$ cat config.mk
export PLATFORM = sky130hd
export DESIGN_NAME = spi_frame_rx
export DESIGN_NICKNAME = d
export VERILOG_FILES = /design/src/rtl/spi_frame_pkg.sv /design/src/rtl/sync_edge.sv /design/src/rtl/spi_frame_rx.sv
export SDC_FILE = /design/constraint.sdc
export NUM_CORES = 1
export LEC_CHECK = 0
export BUFFER_PORTS_ARGS = -buffer_cell sky130_fd_sc_hd__buf_2
export CORE_MARGIN = 5
export CORE_UTILIZATION = 56
export DETAILED_ROUTE_END_ITERATION = 7
export PLACE_DENSITY = 0.89
export SLEW_MARGIN = 20
export SYNTH_ARGS = -nofsm -noshare
export SYNTH_HDL_FRONTEND = slang
export SYNTH_SLANG_ARGS = --single-unit
$ cat constraint.sdc
create_clock -name clk -period 2 [get_ports clk]
set_input_delay 0.2 -clock clk [delete_from_list [all_inputs] [get_ports clk]]
set_output_delay 0.2 -clock clk [all_outputs]
set_load 0.02 [all_outputs]
$ cat src/rtl/spi_frame_pkg.sv
// Shared widths, field positions and types for the SPI frame receiver.
package spi_frame_pkg;

  localparam int unsigned FRAME_BITS = 16;
  localparam int unsigned ADDR_W     = 7;
  localparam int unsigned DATA_W     = 8;
  localparam int unsigned FRAME_W    = 1 + ADDR_W + DATA_W;
  localparam int unsigned CNT_W      = 5;
  localparam int unsigned GCNT_W     = 8;

  localparam int unsigned RW_BIT   = 15;
  localparam int unsigned ADDR_MSB = 14;
  localparam int unsigned ADDR_LSB = 8;
  localparam int unsigned DATA_MSB = 7;

  localparam logic [CNT_W-1:0] CNT_MAX = '1;

  typedef enum logic {
    IDLE   = 1'b0,
    ACTIVE = 1'b1
  } state_e;

  typedef struct packed {
    logic              rw;
    logic [ADDR_W-1:0] addr;
    logic [DATA_W-1:0] data;
  } frame_t;

endpackage

$ cat src/rtl/sync_edge.sv
// Pad synchroniser with history flop; emits aligned level, rise and fall.
module sync_edge #(
  parameter int unsigned STAGES  = 2,
  parameter logic        RST_VAL = 1'b0
) (
  input  logic clk,
  input  logic rst_n,
  input  logic pad,
  output logic level,
  output logic rise,
  output logic fall
);

  logic [STAGES-1:0] sync_q, sync_d;
  logic              hist_q, hist_d;
  logic [STAGES:0]   prime_q, prime_d;
  logic              rise_q, rise_d;
  logic              fall_q, fall_d;

  // Edges are suppressed until the chain holds only post-reset samples, so a
  // pad already away from its idle level at reset release is not an edge.
  always_comb begin
    sync_d  = {sync_q[STAGES-2:0], pad};
    hist_d  = sync_q[STAGES-1];
    prime_d = {prime_q[STAGES-1:0], 1'b1};
    rise_d  = prime_q[STAGES] &  sync_q[STAGES-1] & ~hist_q;
    fall_d  = prime_q[STAGES] & ~sync_q[STAGES-1] &  hist_q;
  end

  always_ff @(posedge clk or negedge rst_n) begin
    if (!rst_n) begin
      sync_q  <= {STAGES{RST_VAL}};
      hist_q  <= RST_VAL;
      prime_q <= '0;
      rise_q  <= 1'b0;
      fall_q  <= 1'b0;
    end else begin
      sync_q  <= sync_d;
      hist_q  <= hist_d;
      prime_q <= prime_d;
      rise_q  <= rise_d;
      fall_q  <= fall_d;
    end
  end

  assign level = hist_q;
  assign rise  = rise_q;
  assign fall  = fall_q;

endmodule

$ cat src/rtl/spi_frame_rx.sv
// SPI mode-0 frame receiver: synchronises pads, assembles frames, strobes
// good frames with decoded fields and flags mis-sized ones.
module spi_frame_rx #(
  parameter int unsigned SYNC_STAGES = 2,
  parameter int unsigned FRAME_BITS  = spi_frame_pkg::FRAME_BITS
) (
  input  logic                              clk,
  input  logic                              rst_n,
  input  logic                              sclk,
  input  logic                              copi,
  input  logic                              ncs,
  output logic                              frame_valid,
  output logic                              frame_rw,
  output logic [spi_frame_pkg::ADDR_W-1:0]  frame_addr,
  output logic [spi_frame_pkg::DATA_W-1:0]  frame_data,
  output logic                              frame_err,
  output logic [spi_frame_pkg::GCNT_W-1:0]  good_count
);

  import spi_frame_pkg::*;

  logic sclk_lvl, sclk_rise, sclk_fall;
  logic copi_lvl, copi_rise, copi_fall;
  logic ncs_lvl, ncs_rise, ncs_fall;
  logic unused_sync;

  sync_edge #(.STAGES(SYNC_STAGES), .RST_VAL(1'b0)) u_sync_sclk (
    .clk   (clk),
    .rst_n (rst_n),
    .pad   (sclk),
    .level (sclk_lvl),
    .rise  (sclk_rise),
    .fall  (sclk_fall)
  );

  sync_edge #(.STAGES(SYNC_STAGES), .RST_VAL(1'b0)) u_sync_copi (
    .clk   (clk),
    .rst_n (rst_n),
    .pad   (copi),
    .level (copi_lvl),
    .rise  (copi_rise),
    .fall  (copi_fall)
  );

  sync_edge #(.STAGES(SYNC_STAGES), .RST_VAL(1'b1)) u_sync_ncs (
    .clk   (clk),
    .rst_n (rst_n),
    .pad   (ncs),
    .level (ncs_lvl),
    .rise  (ncs_rise),
    .fall  (ncs_fall)
  );

  assign unused_sync = ^{sclk_lvl, sclk_fall, copi_rise, copi_fall, ncs_lvl};

  state_e              state_q, state_d;
  logic [FRAME_W-1:0]  shreg_q, shreg_d;
  logic [CNT_W-1:0]    cnt_q, cnt_d;
  frame_t              frame_q, frame_d;
  logic [GCNT_W-1:0]   good_q, good_d;
  logic                valid_q, valid_d;
  logic                err_q, err_d;

  // Frame close takes priority over a coincident SCLK rise, which is dropped.
  always_comb begin
    state_d = state_q;
    shreg_d = shreg_q;
    cnt_d   = cnt_q;
    frame_d = frame_q;
    good_d  = good_q;
    valid_d = 1'b0;
    err_d   = 1'b0;
    case (state_q)
      IDLE: begin
        if (ncs_fall) begin
          state_d = ACTIVE;
          shreg_d = '0;
          cnt_d   = '0;
        end
      end
      ACTIVE: begin
        if (ncs_rise) begin
          state_d = IDLE;
          if (cnt_q == CNT_W'(FRAME_BITS)) begin
            valid_d      = 1'b1;
            frame_d.rw   = shreg_q[RW_BIT];
            frame_d.addr = shreg_q[ADDR_MSB:ADDR_LSB];
            frame_d.data = shreg_q[DATA_MSB:0];
            good_d       = good_q + GCNT_W'(1);
          end else begin
            err_d = 1'b1;
          end
        end else if (sclk_rise) begin
          shreg_d = {shreg_q[FRAME_W-2:0], copi_lvl};
          if (cnt_q != CNT_MAX) begin
            cnt_d = cnt_q + CNT_W'(1);
          end
        end
      end
      default: state_d = IDLE;
    endcase
  end

  always_ff @(posedge clk or negedge rst_n) begin
    if (!rst_n) begin
      state_q <= IDLE;
      shreg_q <= '0;
      cnt_q   <= '0;
      frame_q <= '0;
      good_q  <= '0;
      valid_q <= 1'b0;
      err_q   <= 1'b0;
    end else begin
      state_q <= state_d;
      shreg_q <= shreg_d;
      cnt_q   <= cnt_d;
      frame_q <= frame_d;
      good_q  <= good_d;
      valid_q <= valid_d;
      err_q   <= err_d;
    end
  end

  assign frame_valid = valid_q;
  assign frame_err   = err_q;
  assign frame_rw    = frame_q.rw;
  assign frame_addr  = frame_q.addr;
  assign frame_data  = frame_q.data;
  assign good_count  = good_q;

endmodule
## Yosys cells after proc, flatten, opt, wreduce, memory -nomap -nowiden

Index checks and enable logic that the tools add are counted.
W data, S select, Z words.

- Add/subtract/negate cells: 2
- Eq/ne operators: 6
- Muxes and demuxes: 18
- Bitwise logic cells: 10
- Reductions and logical operators: 3

Operators with widths:

| cell | count |
|---|---|
| $mux W16 | 3 |
| $pmux W16 S2 | 1 |
| $mux W5 | 4 |
| $pmux W5 S2 | 1 |
| $add A8 B1 Y8 const B | 1 |
| $mux W1 | 8 |
| $and A1 B1 Y1 | 6 |
| $ne A2 B1 Y1 const B | 3 |
| $reduce_and A3 Y1 | 2 |
| $add A5 B1 Y5 const B | 1 |
| $eq A5 B5 Y1 const B | 1 |
| $ne A5 B5 Y1 const B | 1 |
| $not A1 Y1 | 4 |
| $reduce_and A4 Y1 | 1 |
| $ne A2 B2 Y1 const B | 1 |
| $pmux W1 S2 | 1 |

- Register bits: 66
- Bits of input ports: 5

## Depth between registers and ports, before layout

Gate-level depths: netlist (run 1).

- Depth after elaboration: 5
- Depth in mapped cells: 7

## By module

Synthesis (run 1) repeated with hierarchy kept, for this count alone.

- Cell total of the unflattened synthesis: 196
- Area total of the unflattened synthesis: 2772.7 um2

Modules (own cells, without submodules):

| module | instances | cells an instance | area each (um2) | sequential area each (um2) |
|---|---|---|---|---|
| spi_frame_rx | 1 | 163 | 2104.5 | 1201.2 |
| sync_edge (u_sync_copi ...) | 2 | 11 | 221.5 | 200.2 |
| sync_edge (u_sync_ncs) | 1 | 11 | 225.2 | 203.9 |

## Worst setup path after synthesis (run 1)

No wires, ideal clock.

- Path type: register to register
- Start: reg cnt_q[0]
- End: reg frame_q (netlist bit frame_addr[0])
- Data arrival time: 1.603 ns
- Data required time: 1.875 ns
- Path slack: 0.272 ns
- Cell stages (with the launch flop): 8
- Period minus slack after synthesis: 1.728 ns
- Path through: dfrtp_1 inv_1 ha_1 and4bb_4 and3_4 buf_6 buf_12 mux2_4

- Longest elaborated chain between the ends: 2

Ends and longest elaborated chain:

| item | line | RTL |
|---|---|---|
| start, declared | spi_frame_rx.sv:58 | `logic [CNT_W-1:0] cnt_q, cnt_d;` |
| start signal, assigned | spi_frame_rx.sv:116 | `cnt_q <= cnt_d;` |
| $eq A5 B5 Y1 | spi_frame_rx.sv:84 | `if (cnt_q == CNT_W'(FRAME_BITS)) begin` |
| $reduce_and A3 Y1 (no line) | n/a |  |
| end signal, assigned | spi_frame_rx.sv:117 | `frame_q <= frame_d;` |
| end, declared | spi_frame_rx.sv:59 | `frame_t frame_q, frame_d;` |

Every way passes these cells.
A chain may end at the register's enable or synchronous reset.

## Worst setup path after layout (run 1)

- Start: reg cnt_q[0]
- End: reg cnt_q[1]

- Longest elaborated chain between the ends: 5

Ends and longest elaborated chain:

| item | line | RTL |
|---|---|---|
| $add A5 B1 Y5 | spi_frame_rx.sv:96 | `cnt_d = cnt_q + CNT_W'(1);` |
| $mux W5 | spi_frame_rx.sv:95 | `if (cnt_q != CNT_MAX) begin` |
| $mux W5 | spi_frame_rx.sv:93 | `end else if (sclk_rise) begin` |
| $mux W5 | spi_frame_rx.sv:82 | `if (ncs_rise) begin` |
| $pmux W5 S2 | spi_frame_rx.sv:73 | `case (state_q)` |

Parallel ways exist; a longest one is shown, timed or not. The select of a mux whose other input is x is not followed.

==> out/qor.csv, run 1 <==
stage,metric,value,unit
finish,multi_input_area,809.5,um^2
yosys,synth_top_family_by_area,multiplexers,
yosys,synth.mux.area_fraction,12.53,%
sta,finalCritPeriodShare,93.22,%
yosys,synthAdderAreaFrac,2.013,%
clock_tree,root_buffer,clkbuf_8,
global_routing,grt_max_degree,64,
setup_path,path_max_fanout,3,
setup_path,end_kind,flip-flop,
setup_path,critPathKind,flip-flop to flip-flop,
setup_path,crit_path_frequent_cell,ha_1,
placement,gp_congestion,0.7944,
finish,nFillCells,316,
clock_tree,postCtsSetupRepairBufs,0,
sta,fin_hold_ws,349.5,ps
finish,final_cells,284,
finish,synthToLayoutAreaGrowth,17.31,%
routing,drc,0,
setup_path,cp_num_buf_inv,0,
finish,ff_latch_area,0.001580,mm^2
floorplanning,core_area,0.004324,mm^2
setup_path,max_stage_delay,520,ps
routing,drt_first_iter_violations,61,
routing,ant_nets,0,
routing,vias_per_cell,5.338,
sta,period_needed,1864,ps
yosys,synthDistinctLibCells,33,
yosys,synth_top_area_cell,dfrtp_1,
yosys,synth_seq_cells,63,
clock_tree,cts_resized,0,
setup_path,worstReg2RegStart,cnt_q[0]$_DFFE_PN0P_,
sta,fmax,536.4,MHz
sta,rsz0062_at_grt,no,
yosys,synthSimpleGateAreaFrac,12.08,%
sta,drv_slew,0,
flow_run,maxCapViolCount,0,
sta,post-route-worst-setup-slack,135.6,ps
setup_path,r2r_slack,140,ps
power,ir_drop,0.0007068,V
clock_tree,numCtsBuffers,9,
sta,skew,4.969,ps
routing,via_count,1516,
setup_path,crit_family,simple AND/OR/NAND/NOR gates,
finish,fin_nets,237,
setup_path,slowest_stage,or4bb_1,
global_routing,overflow,0,
clock_tree,htree_num_levels,3,
sta,finalSetupTns,0,ps
clock_tree,clkSlewWorstSetupHoldPaths,60,ps
clock_tree,cts_tree,yes,
floorplanning,ios,31,
yosys,seq_area_frac_synth,63.56,%
floorplanning,start_util,57.49,%
global_routing,grt_use_total,15.64,%
placement,dp_hpwl,2.565,mm
yosys,synth_area_leaders,"dfrtp_1 (60%), mux2_4 (4.8%), mux2_2 (4.1%), mux2i_1 (3.6%), nand3_1 (3.2%)",
status,run_status,"finished, final reports clean",
global_routing,antenna_found_initial,0,
floorplanning,die_h,76.63,um
clock_tree,clockBufferDepth,2,
hold_path,hp-start,u_sync_ncs.prime_q[0]$_DFF_PN0_,
yosys,yosysTopAreaCellShare,60.39,%
routing,wl_per_cell,14.17,um
global_routing,grt_pass1_wl,7.169,mm
yosys,synth_area_per_cell,13.37,um^2
yosys,synth_cells,186,
clock_tree,clock-sinks,63,
hold_path,hold_path_class,flip-flop to flip-flop,
setup_path,critical_path_required,2200,ps
sta,finalHoldViolCount,0,
global_routing,grt_pass1_vias,1533,
power,power_density,855.9,mW/mm^2
setup_path,path_cells,ha_1 > and3_2 > ha_1 > or4bb_1 > nand2_1 > o21ai_0,
finish,drive_above_1_share,31.03,%
placement,port_buffers,30,
placement,dp_slack,151.9,ps
routing,firstDrtPassIters,4,
sta,finalSetupViolations,0,
setup_path,critPathLaunchType,flip-flop,
routing,routed_wl,4.024,mm
yosys,synth_compound_area_share,3.322,%
finish,insertedDiodeCount,0,
yosys,synth_xor_area_share,2.466,%
floorplanning,die_area,0.005872,mm^2
setup_path,crit_arrival,2070,ps
placement,place_inst,265,
yosys,synth_warnings,0,
yosys,syn_nets,195,
setup_path,critPathLaunch,cnt_q[0]$_DFFE_PN0P_,
floorplanning,core.rowCount,24,
clock_tree,insertion_delay,330,ps
yosys,synth_area,0.002486,mm^2
floorplanning,die_width,76.63,um
power,power.leakage,1.478,nW
-- layout by cell type, fill, tap and decap left out, types with 8 or more instances in the layout --
cell type / synthesis / routed
dfrtp_1: 60 / 60
o31ai_1: 9 / 9
mux2i_1: 9 / 9
mux2_4: 8 / 8
nand2_1: 18 / 18
mux2_2: 9 / 9
buf_2: 1 / 30
clkbuf_8: 0 / 12
inv_1: 11 / 11
nand3_1: 16 / 16
-- worst register-to-register path, cell delays in order (launching register included) --
cell     delay [ps]
dfrtp_1         400
ha_1            220
and3_2          210
ha_1            190
or4bb_1         520
nand2_1         110
o21ai_0          90
-- registers in the layout, summed over array words and instances, names as in the netlist, 2 cells and up --
register,flops
cnt_q,5
u_sync_ncs.prime_q,3
good_count,8
u_sync_copi.sync_q,2
shreg_q,16
frame_addr,7
u_sync_sclk.sync_q,2
u_sync_ncs.sync_q,2
frame_data,8
-- area by class of cell --
| type | count | area share [%] |
|---|---|---|
| well taps | 52 | 2.231 |
| clock inverters | 2 | 0.5148 |
| clock buffers | 13 | 5.792 |
| flip-flops and latches | 63 | 54.18 |
| repair buffers | 38 | 7.979 |
| inverters | 12 | 1.544 |
| multi-input cells | 104 | 27.76 |
-- Yosys cell counts --
cell,instances
xor2_1,3
dfrtp_1,60
buf_1,1
clkinv_1,1
or4bb_1,1
buf_12,1
ha_1,4
xnor2_1,4
buf_2,1
and4_1,2
clkbuf_1,3
and3_2,1
and3_1,3
nand4_1,2
and4bb_4,1
nand4bb_1,1
and3_4,1
dfstp_2,3
buf_6,1
nand3_1,16
nor3_1,1
mux2i_1,9
mux2_2,9
inv_1,11
nor2_1,4
nand2b_1,1
nand3b_1,1
o21ai_0,3
conb_1,1
mux2_4,8
and4bb_2,1
nand2_1,18
o31ai_1,9
-- layer usage --
layer  up-vias  track usage (%)  share of wire [%]
met5         -                0                  0
met4         0            10.49                3.0
met3         8            4.728                5.1
met2        39            21.75                 46
met1       744            20.94                 46
li1        725                -                  -
-- kinds of logic after synthesis --
kind of cell             Yosys count
XOR/XNOR                           7
other                              1
multiplexers                      26
AND/OR/NAND/NOR                   54
AO/OA/AOI/OAI                     12
buffers and inverters             19
adder cells (fa/ha/maj)            4
flip-flops                        63
-- power by group --
group / total, W / leakage (nW) / internal [W] / switching [W]
Combinational: 0.000148 / 0.546 / 0.0000523 / 0.0000953
Clock: 0.000992 / 0.0878 / 0.000545 / 0.000447
Sequential: 0.00136 / 0.844 / 0.00132 / 0.0000394
Total: 0.00250 / 1.48 / 0.00191 / 0.000582
-- final timing paths --
path,depth (start not counted),endpoint
worst min-delay path,0,u_sync_ncs.prime_q[1]$_DFF_PN0_
worst max-delay path,6,cnt_q[1]$_DFFE_PN0P_
min in group asynchronous,3,good_count[3]$_DFFE_PN0P_
worst min register to register,0,u_sync_ncs.prime_q[1]$_DFF_PN0_
max in group asynchronous,3,u_sync_ncs.level$_DFF_PN1_
worst max register to register,6,cnt_q[1]$_DFFE_PN0P_
-- timing repair --
item / 4_1_cts / 5_1_grt
endpoints found under the setup margin: 0 / 0
hold buffers: 4 / 0
hold endpoints to repair: 63 / 0
-- metrics by stage --
step                utilization, %  area [um^2]  power, W
detailed placement           62.27         2693  0.001523
global placement             62.27         2693  0.001512
CTS                          67.45         2917  0.002524
global route                 67.45         2917  0.002619
floorplan                        -         2486  0.001454
finish                       67.45         2917  0.002496
Note: power is estimated with default switching activity, not from simulation.
==> run 2, diff against run 1 <==
Settings changed: GPL_TIMING_DRIVEN set to 0.
==> out/qor.csv, run 2 (synthesized netlist as in run 1, its figures left out) <==
stage,metric,value,unit,change
status,run_status,"finished, final reports clean",,unchanged
clock_tree,clkSlewWorstSetupHoldPaths,70,ps,was 60 ps
clock_tree,numCtsBuffers,9,,unchanged
setup_path,crit_arrival,2120,ps,was 2070 ps
global_routing,overflow,0,,unchanged
routing,firstDrtPassIters,4,,unchanged
clock_tree,clockBufferDepth,2,,unchanged
global_routing,grt_max_degree,64,,unchanged
finish,largest_reg_flops,16,,unchanged
clock_tree,htree_num_levels,3,,unchanged
clock_tree,insertion_delay,340,ps,was 330 ps
sta,slew_headroom,49.97,%,
power,power_density,911.4,mW/mm^2,was 855.9 mW/mm^2
floorplanning,die_area,0.005872,mm^2,unchanged
sta,fmax,526.8,MHz,was 536.4 MHz
routing,drc,0,,unchanged
placement,gp_congestion,0.7784,,was 0.7944
placement,dp_hpwl,2.925,mm,was 2.565 mm
routing,wl_per_cell,15.57,um,was 14.17 um
floorplanning,die_width,76.63,um,unchanged
floorplanning,die_h,76.63,um,unchanged
finish,synthToLayoutAreaGrowth,18.87,%,was 17.31%
finish,layout_common_cells,"dfrtp_1 (60), buf_2 (30), nand2_1 (18), nand3_1 (16), inv_1 (11)",,"was dfrtp_1 (60), buf_2 (30), nand2_1 (18), nand3_1 (16), clkbuf_8 (12)"
power,power.leakage,1.501,nW,was 1.478 nW
floorplanning,ios,31,,unchanged
finish,layout_commonest_cell,dfrtp_1,,unchanged
finish,insertedDiodeCount,0,,unchanged
floorplanning,core.rowCount,24,,unchanged
sta,finalCritPeriodShare,94.91,%,was 93.22%
sta,tightest_slew,750.4,ps,
sta,finalSetupTns,0,ps,unchanged
sta,rsz0062_at_grt,no,,unchanged
routing,drt_first_iter_violations,164,,was 61
finish,final_cells,287,,was 284
routing,vias_per_cell,5.397,,was 5.338
routing,ant_nets,0,,unchanged
setup_path,path_max_fanout,10,,was 3
power,ir_drop,0.0005456,V,was 0.0007068 V
routing,via_count,1549,,was 1516
sta,finalSetupViolations,0,,unchanged
clock_tree,cts_tree,yes,,unchanged
clock_tree,cts_resized,0,,unchanged
sta,skew,10.24,ps,was 4.969 ps
setup_path,critPathKind,flip-flop to flip-flop,,unchanged
sta,period_needed,1898,ps,was 1864 ps
placement,dp_slack,120.6,ps,was 151.9 ps
clock_tree,root_buffer,clkbuf_8,,unchanged
setup_path,end_kind,flip-flop,,unchanged
sta,finalHoldViolCount,0,,unchanged
routing,routed_wl,4.470,mm,was 4.024 mm
setup_path,critPathLaunchType,flip-flop,,unchanged
finish,fin_area,0.002955,mm^2,was 0.002917 mm^2
setup_path,critical_path_required,2220,ps,was 2200 ps
finish,drive_above_1_share,30.21,%,was 31.03%
clock_tree,clock-sinks,63,,unchanged
global_routing,grt_pass1_wl,7.831,mm,was 7.169 mm
floorplanning,start_util,57.49,%,unchanged
finish,fin_nets,240,,was 237
flow_run,maxCapViolCount,0,,unchanged
placement,place_area,0.002704,mm^2,was 0.002693 mm^2
global_routing,grt_use_total,17.12,%,was 15.64%
hold_path,hold_path_class,flip-flop to flip-flop,,unchanged
floorplanning,core_area,0.004324,mm^2,unchanged
placement,port_buffers,30,,unchanged
placement,place_inst,268,,was 265
global_routing,antenna_found_initial,0,,unchanged
sta,drv_slew,0,,unchanged
global_routing,grt_pass1_vias,1609,,was 1533
finish,regMostFlops,shreg_q,,unchanged
sta,post-route-worst-setup-slack,101.7,ps,was 135.6 ps
[run 2: cell count changes in the layout (fill, tap and decap cells not counted), sizes merged]
cell      previous run  this run
bufinv               0         2
clkbuf              13        14
clkinvlp             2         0
clkinv               1         3
[run 2: worst max-delay path, cell delays in order (launching register included)]
cell and delay, ps:
dfrtp_1 400, inv_1 100, ha_1 190, and4bb_4 280
and3_4 190, buf_6 150, buf_12 150, mux2_4 300
[run 2: power breakdown]
part           total, W  leakage [nW]  switching [W]  internal (W)
clock network   0.00119         0.109       0.000462      0.000725
registers       0.00134         0.844      0.0000233       0.00132
logic          0.000166         0.548       0.000118     0.0000473
total           0.00269          1.50       0.000604       0.00209
[run 2: metal layers]
layer	vias up	routed length, um	track usage, %
met4	0	72	6.818
met2	48	2133	25.60
met3	9	279	6.974
li1	727	-	-
met1	765	1984	22.20
met5	-	0	0
[run 2: through the flow]
step	utilization, %	power (W)	hold slack (ps)
6_report	68.34	0.002693	348.6
5_1_grt	68.34	0.002809	364.4
4_1_cts	68.34	0.002711	349.4
3_5_place_dp	62.53	0.001523	308.2
3_3_place_gp	62.47	0.001511	305.8
2_1_floorplan	-	0.001454	-95.59
[run 2: repair_timing]
item	in CTS	in global routing
setup buffers	0	0
hold buffers	4	0
endpoints found under the hold margin	63	0
[run 2: path summary, 6_finish.rpt]
check | slack [ps] | to | from | depth (start not counted)
min in group asynchronous | 480 | frame_err$_DFF_PN0_ | rst_n | 2
max in group asynchronous | 1030 | frame_addr[0]$_DFFE_PN0P_ | rst_n | 2
setup reg to reg | 100 | frame_addr[4]$_DFFE_PN0P_ | cnt_q[0]$_DFFE_PN0P_ | 7
hold / removal | 350 | u_sync_copi.level$_DFF_PN0_ | u_sync_copi.sync_q[1]$_DFF_PN0_ | 0
hold reg to reg | 350 | u_sync_copi.level$_DFF_PN0_ | u_sync_copi.sync_q[1]$_DFF_PN0_ | 0
setup / recovery | 100 | frame_addr[4]$_DFFE_PN0P_ | cnt_q[0]$_DFFE_PN0P_ | 7
[run 2: final cells by class]
type                            instances  area [um^2]
Buffer                                  7        51.30
Clock inverter                          4        70.07
Sequential cell                        63         1580
Timing Repair Buffer                   34        192.7
Inverter                               12        45.04
Clock buffer                           11        141.4
Tap cell                               52        65.06
Fill cell                             309         1369
Multi-Input combinational cell        104        809.5
==> run 3, diff against run 2 <==
Settings changed: PLACE_DENSITY 0.89 to unset, PLACE_DENSITY_LB_ADDON set to 0.12, SETUP_SLACK_MARGIN set to 0.4.
==> out/qor.csv, run 3 (synthesized netlist as in run 1, its figures left out) <==
stage,metric,value,unit,change
clock_tree,numCtsBuffers,9,,unchanged
setup_path,critical_path_required,2210,ps,was 2220 ps
floorplanning,start_util,57.49,%,unchanged
routing,ant_nets,0,,unchanged
routing,vias_per_cell,5.352,,was 5.397
setup_path,path_max_fanout,8,,was 10
routing,routed_wl,4.694,mm,was 4.470 mm
global_routing,grt_pass1_vias,1639,,was 1609
sta,post-route-worst-setup-slack,219.7,ps,was 101.7 ps
placement,gp_congestion,0.7552,,was 0.7784
hold_path,hp-start,u_sync_copi.sync_q[1]$_DFF_PN0_,,unchanged
power,p_sw_share,23.69,%,was 22.41%
sta,rsz0062_at_grt,yes,,was no
global_routing,overflow,0,,unchanged
placement,place_area,0.002725,mm^2,was 0.002704 mm^2
sta,fmax,561.7,MHz,was 526.8 MHz
finish,fin_nets,253,,was 240
global_routing,antenna_found_initial,0,,unchanged
setup_path,end_kind,flip-flop,,unchanged
setup_path,critPathKind,flip-flop to flip-flop,,unchanged
power,power.leakage,1.581,nW,was 1.501 nW
floorplanning,die_h,76.63,um,unchanged
placement,dp_hpwl,2.875,mm,was 2.925 mm
global_routing,grt_use_total,17.39,%,was 17.12%
floorplanning,die_area,0.005872,mm^2,unchanged
finish,drive_above_1_share,38.96,%,was 30.21%
sta,finalSetupTns,0,ps,unchanged
floorplanning,die_width,76.63,um,unchanged
power,p_clk_share,40.3,%,was 44.1%
placement,dp_slack,163.6,ps,was 120.6 ps
sta,skew,5.406,ps,was 10.24 ps
setup_path,critPathLaunchType,flip-flop,,unchanged
floorplanning,ios,31,,unchanged
floorplanning,core.rowCount,24,,unchanged
setup_path,critPathLaunch,cnt_q[1]$_DFFE_PN0P_,,was cnt_q[0]$_DFFE_PN0P_
finish,fin_area,0.003173,mm^2,was 0.002955 mm^2
global_routing,grt_pass1_wl,8.066,mm,was 7.831 mm
routing,firstDrtPassIters,4,,unchanged
flow_run,maxCapViolCount,0,,unchanged
placement,port_buffers,30,,unchanged
power,combPwrFrac,7.6,%,was 6.1%
clock_tree,cts_tree,yes,,unchanged
status,run_status,"finished, final reports clean",,unchanged
finish,largest_reg_flops,16,,unchanged
global_routing,grt_max_degree,64,,unchanged
power,seq_power_share,52.0,%,was 49.8%
power,internal_power,0.001971,W,was 0.002090 W
setup_path,crit_arrival,1990,ps,was 2120 ps
sta,drv_slew,0,,unchanged
sta,slew_headroom,49.64,%,was 49.97%
clock_tree,clkSlewWorstSetupHoldPaths,60,ps,was 70 ps
sta,finalCritPeriodShare,89.02,%,was 94.91%
finish,synthToLayoutAreaGrowth,27.63,%,was 18.87%
finish,layout_commonest_cell,dfrtp_1,,unchanged
sta,tightest_slew,755.3,ps,was 750.4 ps
sta,fin_hold_ws,351.8,ps,was 348.6 ps
hold_path,hold_path_class,flip-flop to flip-flop,,unchanged
power,power_switching,0.0006117,W,was 0.0006035 W
sta,finalHoldViolCount,0,,unchanged
sta,period_needed,1780,ps,was 1898 ps
sta,finalSetupViolations,0,,unchanged
clock_tree,clock-sinks,63,,unchanged
power,ir_drop,0.0005683,V,was 0.0005456 V
finish,insertedDiodeCount,0,,unchanged
setup_path,worstReg2RegStart,cnt_q[1]$_DFFE_PN0P_,,was cnt_q[0]$_DFFE_PN0P_
finish,regMostFlops,shreg_q,,unchanged
finish,layout_common_cells,"dfrtp_1 (60), buf_2 (30), mux2_4 (17), nand3_1 (16), nand2_1 (15)",,"was dfrtp_1 (60), buf_2 (30), nand2_1 (18), nand3_1 (16), inv_1 (11)"
power,power_density,813.9,mW/mm^2,was 911.4 mW/mm^2
clock_tree,root_buffer,clkbuf_8,,unchanged
routing,via_count,1611,,was 1549
clock_tree,clockBufferDepth,2,,unchanged
routing,wl_per_cell,15.59,um,was 15.57 um
routing,drt_first_iter_violations,72,,was 164
clock_tree,insertion_delay,330,ps,was 340 ps
clock_tree,htree_num_levels,3,,unchanged
finish,finish.utilization,73.38,%,was 68.34%
routing,drc,0,,unchanged
floorplanning,core_area,0.004324,mm^2,unchanged
[run 3: path summary, 6_finish.rpt]
check | endpoint | slack (ps) | depth (start not counted)
worst max register to register | frame_data[7]$_DFFE_PN0P_ | 220 | 7
min in group asynchronous | frame_err$_DFF_PN0_ | 490 | 2
worst min register to register | u_sync_copi.level$_DFF_PN0_ | 350 | 0
max in group asynchronous | cnt_q[4]$_DFFE_PN0P_ | 1010 | 2
worst max-delay path | frame_data[7]$_DFFE_PN0P_ | 220 | 7
worst min-delay path | u_sync_copi.level$_DFF_PN0_ | 350 | 0
[run 3: worst max-delay path: stages (launching register included)]
cell and delay, ps:
dfrtp_1 420, inv_2 110, ha_4 130, and4bb_4 230
and3_4 190, buf_8 130, buf_12 140, mux2_4 300
[run 3: power groups by stage]
stage | combinational (W) | sequential, W | clock, W
finish | 0.000197 | 0.00134 | 0.00104
global route | 0.000220 | 0.00135 | 0.00114
CTS | 0.000184 | 0.00134 | 0.00106
detailed placement | 0.000171 | 0.00137 | 0
global placement | 0.000165 | 0.00136 | 0
floorplan | 0.000106 | 0.00136 | 0
[run 3: stage by stage]
| step | cells | total power (W) |
|---|---|---|
| after global placement | 268 | 0.001527 |
| after CTS | 297 | 0.002590 |
| after detailed placement | 268 | 0.001536 |
| final | 301 | 0.002582 |
| after floorplan | 186 | 0.001467 |
| after global routing | 301 | 0.002708 |
[run 3: final cells by class]
class,instances,area (um^2)
clock inverters,2,12.51
repair buffers,47,330.3
clock buffers,14,182.7
flip-flops and latches,63,1580
well taps,52,65.06
multi-input cells,104,899.6
plain buffers,7,57.56
inverters,12,45.04
fillers,310,1151
[run 3: timing repair]
item                                   in CTS  in global routing
setup endpoints to repair                  31                 32
gates resized for setup                    16                 10
pin swaps                                   3                  4
hold buffers                                4                  0
endpoints found under the hold margin      63                  0
cloned                                      1                  0
setup buffers                               8                  4
[run 3: per-layer routing]
layer  global-route usage (%)  vias to the layer above  part of all wire, %
met5                        0                        -                    0
met1                    23.26                      807                   46
li1                         -                      756                    -
met3                    6.738                        6                  5.0
met2                    25.51                       42                   48
met4                    6.818                        0                  1.4
